[src/rtl/shift_unloader_pkg.sv]
// shift_unloader shared types and helpers.
// Common to the unloader top, its beat counter and its bus interface.
package shift_pkg;

  typedef enum logic {
    IDLE  = 1'b0,
    SHIFT = 1'b1
  } state_t;

  localparam int DEF_WIDTH = 8;
  localparam int DEF_SIZE  = 8;

  // Beat counter width; a counter is never narrower than one bit.
  function automatic int cnt_w(input int size);
    return (size < 2) ? 1 : $clog2(size);
  endfunction

endpackage

[src/rtl/shift_unloader_if.sv]
// shift_unloader load/unload bus.
// master drives vectors in and sinks beats; slave is the unloader.
interface shift_unloader_if #(
  parameter int WIDTH = 8,
  parameter int SIZE  = 8
);

  logic                  load_valid;
  logic                  load_ready;
  logic [WIDTH*SIZE-1:0] load_data;
  logic                  out_valid;
  logic                  out_ready;
  logic [WIDTH-1:0]      data_out;
  logic                  out_last;
  logic                  busy;

  modport master (
    output load_valid,
    output load_data,
    output out_ready,
    input  load_ready,
    input  out_valid,
    input  data_out,
    input  out_last,
    input  busy
  );

  modport slave (
    input  load_valid,
    input  load_data,
    input  out_ready,
    output load_ready,
    output out_valid,
    output data_out,
    output out_last,
    output busy
  );

endinterface

[src/rtl/shift_unloader_beat_counter.sv]
// Loadable down-counter with zero flag.
// Tracks remaining beats minus one for the unloader.
module shift_beat_counter #(
  parameter int CNT_W = 3
) (
  input  logic             clk,
  input  logic             rst,
  input  logic             load,
  input  logic [CNT_W-1:0] init,
  input  logic             dec,
  output logic [CNT_W-1:0] count,
  output logic             zero
);

  // Load wins over decrement; the count never wraps below zero.
  always_ff @(posedge clk) begin
    if (rst) begin
      count <= '0;
    end else if (load) begin
      count <= init;
    end else if (dec && !zero) begin
      count <= count - CNT_W'(1);
    end
  end

  assign zero = (count == '0);

endmodule

[src/rtl/shift_unloader.sv]
// Parallel-load, word-serial shift-out register (MSB slot first).
// SHIFT_UNLOADER_B2B_EN: reload on the last beat for zero-bubble vectors.
module shift_unloader
  import shift_pkg::*;
#(
  parameter int WIDTH = DEF_WIDTH,
  parameter int SIZE  = DEF_SIZE
) (
  input logic            clk,
  input logic            rst,
  shift_unloader_if.slave bus
);

  localparam int CNT_W = cnt_w(SIZE);
  localparam int VW    = WIDTH * SIZE;
  localparam logic [CNT_W-1:0] LAST_IDX = CNT_W'(SIZE - 1);

  state_t           state;
  state_t           state_nxt;
  logic [VW-1:0]    buffer;
  logic [CNT_W-1:0] count;
  logic             count_zero;
  logic             beat;
  logic             load_fire;

  assign beat      = bus.out_valid & bus.out_ready;
  assign load_fire = bus.load_valid & bus.load_ready;

  // State register.
  always_ff @(posedge clk) begin
    if (rst) begin
      state <= IDLE;
    end else begin
      state <= state_nxt;
    end
  end

  // Next state: load starts a vector, last accepted beat ends it.
  always_comb begin
    state_nxt = state;
    unique case (1'b1)
      (state == IDLE): begin
        if (bus.load_valid) begin
          state_nxt = SHIFT;
        end
      end
      (state == SHIFT): begin
        if (beat && count_zero) begin
          state_nxt = load_fire ? SHIFT : IDLE;
        end
      end
      default: state_nxt = IDLE;
    endcase
  end

  // Handshake outputs; data is the buffer top, zero once drained.
  always_comb begin
    bus.out_valid = (state == SHIFT);
    bus.busy      = (state == SHIFT);
    bus.out_last  = (state == SHIFT) & count_zero;
    bus.data_out  = buffer[VW-1 -: WIDTH];
`ifdef SHIFT_UNLOADER_B2B_EN
    bus.load_ready = (state == IDLE) |
                     (bus.out_ready & count_zero);
`else
    bus.load_ready = (state == IDLE);
`endif
  end

  // Buffer: capture on load, shift zeros in from the LSB on each beat.
  always_ff @(posedge clk) begin
    if (rst) begin
      buffer <= '0;
    end else if (load_fire) begin
      buffer <= bus.load_data;
    end else if (beat) begin
      buffer <= buffer << WIDTH;
    end
  end

  shift_beat_counter #(
    .CNT_W (CNT_W)
  ) u_cnt (
    .clk   (clk),
    .rst   (rst),
    .load  (load_fire),
    .init  (LAST_IDX),
    .dec   (beat),
    .count (count),
    .zero  (count_zero)
  );

endmodule

[src/flat_wrapper.sv]
// flat-port wrapper written by rule: the top's interface ports become plain ports
module shift_unloader_flat import shift_pkg::*;
#(
  parameter int WIDTH = DEF_WIDTH,
  parameter int SIZE  = DEF_SIZE
)
  (clk, rst, bus_load_valid, bus_load_data, bus_out_ready, bus_load_ready, bus_out_valid, bus_data_out, bus_out_last, bus_busy);
  shift_unloader_if #(.WIDTH(WIDTH), .SIZE(SIZE)) bus_i ();
  input logic clk;
  input logic rst;
  input wire logic [$bits(bus_i.load_valid)-1:0] bus_load_valid;
  input wire logic [$bits(bus_i.load_data)-1:0] bus_load_data;
  input wire logic [$bits(bus_i.out_ready)-1:0] bus_out_ready;
  output wire logic [$bits(bus_i.load_ready)-1:0] bus_load_ready;
  output wire logic [$bits(bus_i.out_valid)-1:0] bus_out_valid;
  output wire logic [$bits(bus_i.data_out)-1:0] bus_data_out;
  output wire logic [$bits(bus_i.out_last)-1:0] bus_out_last;
  output wire logic [$bits(bus_i.busy)-1:0] bus_busy;
  assign bus_i.load_valid = bus_load_valid;
  assign bus_i.load_data = bus_load_data;
  assign bus_i.out_ready = bus_out_ready;
  assign bus_load_ready = bus_i.load_ready;
  assign bus_out_valid = bus_i.out_valid;
  assign bus_data_out = bus_i.data_out;
  assign bus_out_last = bus_i.out_last;
  assign bus_busy = bus_i.busy;
  shift_unloader #(.WIDTH(WIDTH), .SIZE(SIZE)) u_core (.clk(clk), .rst(rst), .bus(bus_i));
endmodule
[config.mk]
export PLATFORM = sky130hd
export DESIGN_NAME = shift_unloader_flat
export DESIGN_NICKNAME = d
export VERILOG_FILES = /design/src/rtl/shift_unloader_pkg.sv /design/src/rtl/shift_unloader_if.sv /design/src/rtl/shift_unloader_beat_counter.sv /design/src/rtl/shift_unloader.sv /design/src/flat_wrapper.sv
export SDC_FILE = /design/constraint.sdc
export NUM_CORES = 1
export LEC_CHECK = 0
export ABC_AREA = 1
export CORE_MARGIN = 10
export CORE_UTILIZATION = 55
export DETAILED_ROUTE_END_ITERATION = 8
export GPL_ROUTABILITY_DRIVEN = 0
export PLACE_DENSITY = 0.84
export SYNTH_ARGS = -nofsm -noshare
export SYNTH_HDL_FRONTEND = slang
export SYNTH_SLANG_ARGS = --single-unit
[constraint.sdc]
create_clock -name clk -period 3.37 [get_ports clk]
set_input_delay 1.011 -clock clk [delete_from_list [all_inputs] [get_ports clk]]
set_output_delay 1.011 -clock clk [all_outputs]
set_load 0.05 [all_outputs]
==> results_dict.tcl, run 1 <==
set metrics [dict create \
    ys_ff_latch 68 \
    post-route-min-period_ns 2.964 \
    register_area_mm2 0.001361 \
    fmax_ghz 0.3374 \
    drt_iter0_drc 321 \
    n_fill_cell 565 \
    num_rows 29 \
    synth_area_mm2 0.003714 \
    start_kind "flop" \
    hold_violations 0 \
    overflow 0 \
    setup_viol 0 \
    slew_violations 0 \
    drt_pass1_iterations 5 \
    synth_warnings 0 \
    grtUsageTotal_pct 18.01 \
    die_h_um 102.2 \
    synth_cell_types 18 \
    drc 0 \
    post_drt_wl_per_cell_um 12.57 \
    fp.dieArea_mm2 0.01044 \
    worst_pin_slew_ns 0.9735 \
    synth-compound-area-share_pct 8.221 \
    numClockSinks 68 \
    whs_ns 0.4765 \
    grt_first_pass_wirelength_mm 15.46 \
    multiInputGateArea_mm2 0.001662 \
    grt_pass1_vias 3295 \
    synthAdderAreaFrac_pct 0.6739 \
    drv_cap 0 \
    holdCritPathClass "reg2reg" \
    synth.yosys.seq_area_share_pct 36.66 \
    final.period_utilization_pct 87.96 \
    core_mm2 0.006459 \
    clock_path_buffers 2 \
    worstPathRequired_ns 2.36 \
    cp-end-kind "primary output" \
    path_clk_slew_ns 0.07 \
    htreeDepth 3 \
    synth-simple-area-share_pct 35.71 \
    maxSlewHeadroom_pct 35.10 \
    via_per_inst 4.928 \
    cts_resized 0 \
    numCtsBuffers 9 \
    area_delta_synth_final_pct 23.48 \
    cts_tree "built" \
    postCtsSetupBuffers 0 \
    final_util_pct 71.00 \
    syn_area_per_cell_um2 6.048 \
    die_x_um 102.2 \
    diodes 0 \
    rsz0062_at_grt "false" \
    synth_top_family_by_area "simple AND/OR/NAND/NOR gates" \
    fin_skew_ns 0.01056 \
    total_power_mw 2.060 \
    via_count 3671 \
    start_util_pct 57.50 \
    dp_hpwl_mm 6.447 \
    synth_fp_nets 684 \
    setup_tns_ns 0 \
    drive_gt1_share_pct 3.743 \
    p_leak_nw 2.481 \
    peakVddDrop_uv 260.4 \
    path_class "reg2out" \
    portBuffers 79 \
    synth.mux.area_fraction_pct 0 \
    power.density_mw_per_mm2 449.1 \
    synth_xor_area_share_pct 0 \
    io-pin-count 80 \
    postRouteWirelength_mm 9.368 \
    cts_hold_buf 0 \
    worst_ep_arrival_time_ns 1.95 \
    grt_max_degree 108 \
    antenna_found_initial 0 \
    synth_cells 614 \
    status "finished, final reports clean" \
    cp_max_fo 4 \
    ant_nets 0 \
    final_nets 734 \
    worst_skew_pair.late_latency_ns 0.34 \
    root_buffer "clkbuf_8" \
]
==> synthesized netlist by cell type <==
| cell | n | area, um2 |
|---|---|---|
| nand2_1 | 218 | 818.3 |
| inv_1 | 111 | 416.7 |
| dfxtp_1 | 68 | 1361 |
| nand3_1 | 57 | 285.3 |
| a21oi_1 | 51 | 255.2 |
| nor2_1 | 37 | 138.9 |
| buf_2 | 16 | 80.08 |
| buf_4 | 15 | 112.6 |
| o21ai_0 | 10 | 50.05 |
| clkbuf_1 | 8 | 30.03 |
| nor3_1 | 8 | 40.04 |
| buf_1 | 4 | 15.01 |
| buf_6 | 3 | 33.78 |
| ha_1 | 2 | 25.02 |
| inv_2 | 2 | 7.510 |
| nand2_2 | 2 | 12.51 |
| nor2_4 | 1 | 11.26 |
| nor2_8 | 1 | 20.02 |
==> flip-flops by register name (all words and copies together), names as in the netlist <==
| signal | cells |
|---|---|
| u_core.buffer | 64 |
| u_core.bus.busy | 1 |
| u_core.u_cnt.count | 3 |
==> cells by family after synthesis <==
kind of cell / Yosys count
AO/OA/AOI/OAI: 61
adder cells (fa/ha/maj): 2
buffers and inverters: 159
flip-flops: 68
AND/OR/NAND/NOR: 324
==> path summary, 6_finish.rpt <==
path / from / endpoint / slack [ns] / cells past startpoint
worst max-delay path: u_core.u_cnt.count[0] / bus_out_last / 0.41 / 5
worst min-delay path: u_core.buffer[11] / u_core.buffer[11] / 0.48 / 2
worst max register to register: u_core.bus.busy / u_core.buffer[1] / 1.59 / 4
worst min register to register: u_core.buffer[11] / u_core.buffer[11] / 0.48 / 2
==> stage by stage <==
step                area, um2  cells  setup slack (ns)
finish                   4586    745            0.4059
global route             4586    745            0.3283
CTS                      4586    745            0.4014
detailed placement       4417    730            0.5324
global placement         4417    730            0.6106
floorplan                3714    614            0.4273
==> layout by cell type, fill, tap and decap left out <==
cell,count
a21oi_1,51
buf_12,3
buf_4,3
clkbuf_1,2
clkbuf_8,11
clkdlybuf4s50_1,79
clkinv_2,2
dfxtp_1,68
ha_1,2
inv_1,111
inv_2,2
nand2_1,218
nand2_2,1
nand2_4,1
nand3_1,57
nor2_1,37
nor2_4,1
nor2_8,1
nor3_1,8
o21ai_0,10
==> power breakdown <==
group          internal [mW]  leakage (nW)  switching, mW
combinational          0.227          1.83          0.333
clock                  0.302        0.0893          0.288
sequential             0.883         0.562         0.0275
total                   1.41          2.48          0.648
==> cell type report <==
type,instances,share of cell area [%]
Clock buffer,13,3.465
Tap cell,77,2.101
Clock inverter,2,0.2183
Multi-Input combinational cell,387,36.23
Timing Repair Buffer,85,19.05
Inverter,113,9.250
Sequential cell,68,29.69
==> per-layer routing <==
layer / wire [um] / up-vias / global-route usage, %
li1: - / 1920 / -
met1: 4240 / 1643 / 23.26
met4: 50 / 0 / 3.905
met2: 4481 / 101 / 29.53
met5: 0 / - / 0
met3: 595 / 7 / 4.656
==> critical path, cell delays in order, from the launching register on <==
cell and delay, ns:
dfxtp_1 0.31, inv_1 0.09, ha_1 0.17, nand2_1 0.11, nor2_1 0.11, clkdlybuf4s50_1 0.82
(Power assumes the default switching activity.)
==> run 2, diff against run 1 <==
CORE_MARGIN = 2   (was 10)
PLACE_DENSITY = 0.9   (was 0.84)
==> run 2 against run 1 <==
Compared with the run above:
- die area decreased by 29%
- first-iteration DRC count decreased by 38%
- sequential power about the same
- maximum frequency decreased by 1.2%
- combinational power decreased by 2%
- clock skew decreased by 0.0011 ns
- setup slack got worse by 0.037 ns
- cell area increased by 0.49%
- sequential share of layout area decreased by 0.15 points
- clock power increased by 7.0%
- cell count increased by 0.54%
- largest power group unchanged
- highest routed layer unchanged
==> results_dict.tcl, run 2 (synthesized netlist as in run 1, its figures left out) <==
set metrics [dict create \
    fmax_ghz 0.3332 \
    root_buffer "clkbuf_8" \
    rsz0062_at_grt "false" \
    path_class "reg2out" \
    die_h_um 86.17 \
    r2r_end "u_core.buffer[43]" \
    final_common_cell "nand2_1" \
    cp-end-kind "primary output" \
    drt_pass1_iterations 5 \
    p_leak_nw 2.488 \
    maxSlewHeadroom_pct 63.97 \
    final_nets 737 \
    setup_tns_ns 0 \
    setup_viol 0 \
    multiInputGateArea_mm2 0.001667 \
    htreeDepth 3 \
    num_rows 29 \
    r2r-start "u_core.bus.busy" \
    hold_violations 0 \
    area_delta_synth_final_pct 24.09 \
    drive_gt1_share_pct 4.464 \
    drt_iter0_drc 200 \
    whs_ns 0.4734 \
    crit_start "u_core.bus.busy" \
    slew_violations 0 \
    io-pin-count 80 \
    numCtsBuffers 9 \
    cts_resized 0 \
    r2r_slack_ns 1.59 \
    final.period_utilization_pct 89.05 \
    holdCritPathClass "reg2reg" \
    overflow 0 \
    portBuffers 79 \
    final_util_pct 71.75 \
    postCtsSetupBuffers 0 \
    clock_path_buffers 2 \
    grt_first_pass_wirelength_mm 13.77 \
    grt_max_degree 108 \
    drv_cap 0 \
    numClockSinks 68 \
    fp.dieArea_mm2 0.007425 \
    via_per_inst 4.874 \
    largest_register_ffs 64 \
    cts_hold_buf 0 \
    cp_max_fo 6 \
    largest_register "u_core.buffer" \
    fin_area_mm2 0.004608 \
    core_mm2 0.006422 \
    placedInstanceArea_mm2 0.004419 \
    diodes 0 \
    post-route-min-period_ns 3.001 \
    start_kind "flop" \
    power.density_mw_per_mm2 453.3 \
    worstRegToRegCells 6 \
    fin_skew_ns 0.009501 \
    worst_ep_arrival_time_ns 1.99 \
    worst_skew_pair.late_latency_ns 0.34 \
    peakVddDrop_uv 259.5 \
    worst_pin_slew_ns 0.5399 \
    n_fill_cell 516 \
    die_x_um 86.17 \
    postRouteWirelength_mm 8.195 \
    worstPathRequired_ns 2.36 \
    post_drt_wl_per_cell_um 10.94 \
    via_count 3651 \
    hold_depth 2 \
    ant_nets 0 \
    status "finished, final reports clean" \
    grt_pass1_vias 3398 \
    path_clk_slew_ns 0.07 \
    drc 0 \
    final_cell_mix "218 x nand2_1, 110 x inv_1, 79 x clkdlybuf4s50_1" \
    start_util_pct 57.82 \
    grtUsageTotal_pct 22.81 \
    setup.worst_path.end "bus_out_last" \
    antenna_found_initial 0 \
    cts_tree "built" \
    register_area_mm2 0.001361 \
    dp_hpwl_mm 5.550 \
]
## run 2: changes by cell type in the layout (fill, tap and decap cells not counted), sizes merged
cell      previous run  this run
buf                  6         9
clkinvlp             0         2
inv                113       112
## run 2: area by class of cell
| cell class | instances | area share (%) |
|---|---|---|
| Tap cell | 77 | 2.091 |
| Sequential cell | 68 | 29.54 |
| Clock buffer | 13 | 3.665 |
| Clock inverter | 3 | 0.4344 |
| Inverter | 113 | 9.204 |
| Timing Repair Buffer | 88 | 18.90 |
| Multi-Input combinational cell | 387 | 36.17 |
## run 2: routing by layer
metal	vias up	global-route usage [%]	wire, um
met3	15	5.143	352
met4	0	8.239	147
met5	-	0	0
met2	83	41.37	4145
li1	1927	-	-
met1	1626	26.26	3549
## run 2: power breakdown
part / leakage (nW) / switching [mW] / internal (mW)
Combinational: 1.83 / 0.324 / 0.223
Sequential: 0.562 / 0.0286 / 0.883
Clock: 0.0917 / 0.303 / 0.327
Total: 2.49 / 0.656 / 1.43
## run 2: worst min-delay path by stage
stage          slack [ns]                  start               endpoint
2_1_floorplan        0.44  u_core.u_cnt.count[1]  u_core.u_cnt.count[1]
6_report             0.47      u_core.buffer[12]      u_core.buffer[12]
5_1_grt              0.50      u_core.buffer[13]      u_core.buffer[13]
4_1_cts              0.47      u_core.buffer[12]      u_core.buffer[12]
3_5_place_dp         0.46      u_core.buffer[12]      u_core.buffer[12]
3_3_place_gp         0.46  u_core.u_cnt.count[1]  u_core.u_cnt.count[1]
## run 2: stage by stage
stage	instances	worst slack (ns)	total power [mW]
after global placement	733	0.6702	1.453
final	749	0.3691	2.089
after global routing	749	0.3117	2.208
after CTS	749	0.3731	2.095
after detailed placement	733	0.6041	1.473
after floorplan	614	0.4273	1.323
## run 2: worst max-delay path: stages (launching register included)
cell and delay [ns]:
dfxtp_1 0.51, inv_1 0.16, nor2_1 0.14, clkdlybuf4s50_1 0.83
